==> config.mk <==
export PLATFORM = sky130hd
export DESIGN_NAME = fifo_rd_streamer
export DESIGN_NICKNAME = d
export VERILOG_FILES = /design/src/rtl/fifo_pkg.sv /design/src/rtl/fifo_rd_streamer_stream_buf.sv /design/src/rtl/fifo_rd_streamer.sv
export SDC_FILE = /design/constraint.sdc
export NUM_CORES = 1
export LEC_CHECK = 0
export BUFFER_PORTS_ARGS = -buffer_cell sky130_fd_sc_hd__buf_2
export CAP_MARGIN = 20
export CELL_PAD_IN_SITES_DETAIL_PLACEMENT = 0
export CELL_PAD_IN_SITES_GLOBAL_PLACEMENT = 1
export CORE_MARGIN = 5
export CORE_UTILIZATION = 45
export CTS_BUF_LIST = sky130_fd_sc_hd__clkbuf_4 sky130_fd_sc_hd__clkbuf_8 sky130_fd_sc_hd__clkbuf_16
export DETAILED_ROUTE_END_ITERATION = 10
export HOLD_SLACK_MARGIN = 0.02
export PLACE_DENSITY_LB_ADDON = 0.1
export SLEW_MARGIN = 0
export SYNTH_ARGS = -nofsm -noshare
export SYNTH_HDL_FRONTEND = slang
export SYNTH_SLANG_ARGS = --single-unit
==> constraint.sdc <==
create_clock -name rd_clk -period 6.7 [get_ports rd_clk]
set_input_delay 0 -clock rd_clk [delete_from_list [all_inputs] [get_ports rd_clk]]
set_output_delay 0 -clock rd_clk [all_outputs]
set_load 0.02 [all_outputs]
==> src/rtl/fifo_pkg.sv <==
// Shared types and constants for the async-FIFO read/write side streamers.
// No logic.
// No flow control.
package fifo_pkg;

    localparam int DATA_W_DEF = 16;
    localparam int SUM_W      = 16;

    typedef enum logic [1:0] {
        IDLE  = 2'd0,
        RUN   = 2'd1,
        DRAIN = 2'd2
    } state_t;

endpackage

==> src/rtl/fifo_rd_streamer_stream_buf.sv <==
// Power-of-two circular buffer with push/pop and occupancy count.
// Latency: a pushed word is at the head on the cycle after the push when the buffer was empty.
// Backpressure: the caller must not push when full or pop when empty.
module stream_buf #(
    parameter int DATA_W = 16,
    parameter int DEPTH  = 4
) (
    input  logic                     clk,
    input  logic                     rst,
    input  logic                     push,
    input  logic [DATA_W-1:0]        push_data,
    input  logic                     pop,
    output logic [DATA_W-1:0]        head_data,
    output logic [$clog2(DEPTH):0]   count
);

    localparam int AW = $clog2(DEPTH);

    logic [DATA_W-1:0] mem [DEPTH];
    logic [AW-1:0]     wr_ptr;
    logic [AW-1:0]     rd_ptr;

    assign head_data = mem[rd_ptr];

    // Pointers wrap naturally because DEPTH is a power of two.
    always_ff @(posedge clk) begin
        if (rst) begin
            wr_ptr <= '0;
            rd_ptr <= '0;
            count  <= '0;
        end else begin
            if (push) begin
                mem[wr_ptr] <= push_data;
                wr_ptr      <= wr_ptr + AW'(1);
            end
            if (pop) begin
                rd_ptr <= rd_ptr + AW'(1);
            end
            case ({push, pop})
                2'b10:   count <= count + 1'b1;
                2'b01:   count <= count - 1'b1;
                default: count <= count;
            endcase
        end
    end

endmodule

==> src/rtl/fifo_rd_streamer.sv <==
// Drains the async FIFO read port into a framed valid/ready stream with a per-frame checksum.
// Latency: the FIFO's one-cycle read latency plus one buffer stage, then one word per cycle.
// Backpressure: out_ready stalls are absorbed by the buffer; reads stop once the buffer plus in-flight word is full.
module fifo_rd_streamer
    import fifo_pkg::*;
#(
    parameter int DATA_W    = DATA_W_DEF,
    parameter int BUF_DEPTH = 4,
    parameter int FRAME_LEN = 4
) (
    input  logic              rd_clk,
    input  logic              rd_rst,
    input  logic              enable,
    input  logic [DATA_W-1:0] fifo_rd_data,
    input  logic              fifo_empty,
    output logic              fifo_rd_en,
    output logic [DATA_W-1:0] out_data,
    output logic              out_valid,
    input  logic              out_ready,
    output logic              out_last,
    output logic              frame_done,
    output logic [SUM_W-1:0]  frame_sum,
    output logic [15:0]       word_count,
    output logic              busy
);

    localparam int              OCC_W    = $clog2(BUF_DEPTH) + 1;
    localparam logic [OCC_W:0]  DEPTH_C  = (OCC_W + 1)'(BUF_DEPTH);
    localparam logic [15:0]     LAST_IDX = 16'(FRAME_LEN - 1);

    state_t             state;
    state_t             state_nxt;
    logic               inflight;
    logic [OCC_W-1:0]   occ;
    logic [OCC_W:0]     fill;
    logic [DATA_W-1:0]  head;
    logic               hs;
    logic [15:0]        frame_idx;
    logic [SUM_W-1:0]   run_sum;
    logic [SUM_W-1:0]   word_sum;

    stream_buf #(
        .DATA_W (DATA_W),
        .DEPTH  (BUF_DEPTH)
    ) u_buf (
        .clk       (rd_clk),
        .rst       (rd_rst),
        .push      (inflight),
        .push_data (fifo_rd_data),
        .pop       (hs),
        .head_data (head),
        .count     (occ)
    );

    // Count the in-flight word as occupied so a landing read always has a slot.
    assign fill       = {1'b0, occ} + {{OCC_W{1'b0}}, inflight};
    assign fifo_rd_en = (state == RUN) && !fifo_empty && (fill < DEPTH_C);

    assign out_valid  = (occ != '0);
    assign out_data   = out_valid ? head : '0;
    assign out_last   = out_valid && (frame_idx == LAST_IDX);
    assign hs         = out_valid && out_ready;
    assign busy       = (state != IDLE);
    assign word_sum   = SUM_W'(out_data);

    always_ff @(posedge rd_clk) begin
        if (rd_rst) begin
            state <= IDLE;
        end else begin
            state <= state_nxt;
        end
    end

    always_comb begin
        state_nxt = state;
        case (state)
            IDLE:    if (enable) state_nxt = RUN;
            RUN:     if (!enable) state_nxt = DRAIN;
            DRAIN: begin
                if (enable) begin
                    state_nxt = RUN;
                end else if (occ == '0 && !inflight) begin
                    state_nxt = IDLE;
                end
            end
            default: state_nxt = IDLE;
        endcase
    end

    // Frame index and running sum survive IDLE so a partial frame resumes.
    always_ff @(posedge rd_clk) begin
        if (rd_rst) begin
            inflight   <= 1'b0;
            frame_idx  <= '0;
            run_sum    <= '0;
            frame_sum  <= '0;
            word_count <= '0;
            frame_done <= 1'b0;
        end else begin
            inflight   <= fifo_rd_en;
            frame_done <= hs && out_last;
            if (hs) begin
                word_count <= word_count + 16'd1;
                if (out_last) begin
                    frame_idx <= '0;
                    frame_sum <= run_sum + word_sum;
                    run_sum   <= '0;
                end else begin
                    frame_idx <= frame_idx + 16'd1;
                    run_sum   <= run_sum + word_sum;
                end
            end
        end
    end

endmodule
==> metrics <==
Area Overhead vs Synth 20.4%; vias in the first global route 4204; fin util 54.5%; initial antenna violation count 0; unrepaired setup endpoints after global routing false; num rows 43; critical path class reg -> reg; peak supply drop 0.168 mV; I/O Pins 74; share of the synthesized area in the top cell type 30.9%; Final GP Congestion 0.793; most frequent cells after synthesis 77 x dfxtp_1, 64 x edfxtp_1, 53 x nor2_1; vias per inst 5.15; critical path data arrival time 3.90 ns; final setup violation count 0; Worst Slack Setup Final 3.10 ns; Pleak 2.94 nW; PwrDens 278 nW/µm²; Synthesized Nets 562; H-tree level count 4; hold-critical path endpoint run_sum[3]$_SDFFE_PP0P_; hold crit path type in -> reg; Mean Syn Cell Area 12.0 µm²; Clock Skew 0.00617 ns; CTS tree done; Crit Path Max Fanout 17; clk root buf clkbuf_16; highest clock rate 278 MHz; clk slew on worst S/H paths 0.06 ns; reg2reg path depth 10; Worst Max-Slew Pin Slew 0.854 ns; Async S/R FF share, synth 0%; area of the multi-input gates 2610 µm²; vias 4158; fin nets 660; Reg area 3460 µm²; Most used DFF post-synth dfxtp_1; dpl ws 3.00 ns; core region area 13700 µm²; Max Cap Viol 0; CTS Buf Count 17; Die W 127 µm; global-route wire length before repair 21.5 mm; count of state elements after synthesis 141; All-Layer GR Usage 16.8%; clock latency on the worst-skew pair 0.41 ns; top-count cell post-synth dfxtp_1; CP Capture Type flip-flop; Die Y 127 µm; DRC Markers 0; Clock Tree Buf Depth 2; Period Utilization, post-route 53.7%; Critical Path Start Type flip-flop; post-route cell area 7480 µm²; Tmin final 3.60 ns; Worst EP required 7.01 ns; ant diodes 0; clock sinks 141; Routed wire per std cell 15.8 µm; Fin. Hold Viols 0; yosys warns 0; cells after synthesis 517; hold_sp rd_rst; PortBufs 73; CTS resizes 0; initial DRC count 296; R2R setup slack 3.10 ns; status complete, no violations; Post-DP HPWL 8.84 mm; sequential-to-total area share from yosys stat 55.8%; FILL cells 1205; Final TNS setup 0 ns; Hold Path Stages 3; initial core utilization 45.3%; grt total ovfl 0; Cell Area, Placed 6730 µm²; synthesized area 6210 µm²; share of cells above drive strength 1 21.7%; max_slew headroom 43.1%; area leader, netlist edfxtp_1; top cells by area, synth edfxtp_1 31%, dfxtp_1 25%, mux4_2 5.4%; Die ar. 16300 µm²; largest net degree at the start of global routing 43; max-slew violation count 0; Post-synth EDFFs 64; DRT Wirelength 12.8 mm; post-synth cell types 63; R2R Path End run_sum[13]$_SDFFE_PP0P_; Antenna Nets Post-Route 0; drt pass-1 iters 4
==> critical path: stages (launching register included) <==
cell	delay (ns)
dfxtp_1	0.87
mux2_2	0.41
o211ai_1	0.36
inv_1	0.12
ha_1	0.33
a211oi_1	0.30
o21ai_1	0.19
a21oi_1	0.32
o21ai_0	0.19
xor2_1	0.18
a22o_1	0.21
==> final cells by class <==
cell class / instances / area share (%)
Sequential cell: 141 / 46.3
Multi-Input combinational cell: 346 / 34.8
Timing Repair Buffer: 94 / 7.89
Clock buffer: 17 / 5.69
Tap cell: 180 / 3.01
Clock inverter: 15 / 1.49
Inverter: 15 / 0.803
==> power breakdown <==
part	switching, mW	internal (mW)	leakage, nW
sequential	0.0174	0.913	1.20
clock	0.368	0.476	0.254
combinational	0.186	0.119	1.49
total	0.572	1.51	2.94
==> layout by cell type, fill, tap and decap left out, types with 15 or more instances in the layout <==
cell type	count
dfxtp_1	77
buf_2	73
edfxtp_1	64
nor2_1	53
nand2_1	35
xor2_1	31
a21oi_1	22
ha_1	22
dlygate4sd3_1	19
and2_1	18
a22o_1	17
clkbuf_16	17
mux4_2	15
xnor2_1	15
==> per-layer routing <==
| metal | part of all wire [%] | global-route usage, % | up-vias |
|---|---|---|---|
| li1 | - | - | 2090 |
| met1 | 46 | 22.6 | 1975 |
| met2 | 47 | 26.3 | 81 |
| met3 | 5.2 | 5.02 | 12 |
| met4 | 1.1 | 5.49 | 0 |
| met5 | 0 | 0 | - |
==> how the worst max path moves through the flow <==
| stage | start | end | slack (ns) | depth (start not counted) |
|---|---|---|---|---|
| after floorplan | flip-flop | run_sum[13]$_SDFFE_PP0P_ | 3.59 | 13 |
| after global placement | flip-flop | run_sum[14]$_SDFFE_PP0P_ | 3.05 | 11 |
| after detailed placement | flip-flop | run_sum[14]$_SDFFE_PP0P_ | 3.00 | 11 |
| after CTS | flip-flop | run_sum[13]$_SDFFE_PP0P_ | 2.98 | 9 |
| after global routing | flip-flop | run_sum[13]$_SDFFE_PP0P_ | 2.85 | 10 |
| final | flip-flop | run_sum[13]$_SDFFE_PP0P_ | 3.10 | 10 |
==> metrics by stage <==
stage	hold slack, ns	std cells	power, mW
finish	0.134	808	2.08
global placement	0.196	756	1.24
detailed placement	0.206	756	1.24
CTS	0.126	807	2.10
floorplan	0.0785	517	1.16
global route	0.149	808	2.18
==> timing repair <==
item / CTS / global route
buffers inserted: 0 / 0
hold endpoints to repair: 72 / 0
hold buffers: 19 / 0
==> logic make-up after synthesis <==
logic type	synth area share, %
buf+inv	2.30
simple gates	14.7
xor+xnor	6.49
flops	55.8
fa+ha+maj	5.08
mux	5.94
compound gates	9.71
==> flip-flops by register name, summed over array words and instances (netlist names), named ones only <==
name          cells
u_buf.wr_ptr      2
u_buf.count       3
state             2
frame_done        1
inflight          1
frame_sum        16
frame_idx        16
word_count       16
u_buf.rd_ptr      2
run_sum          16
u_buf.mem        64
No activity file was read; power rests on OpenSTA's default activity.
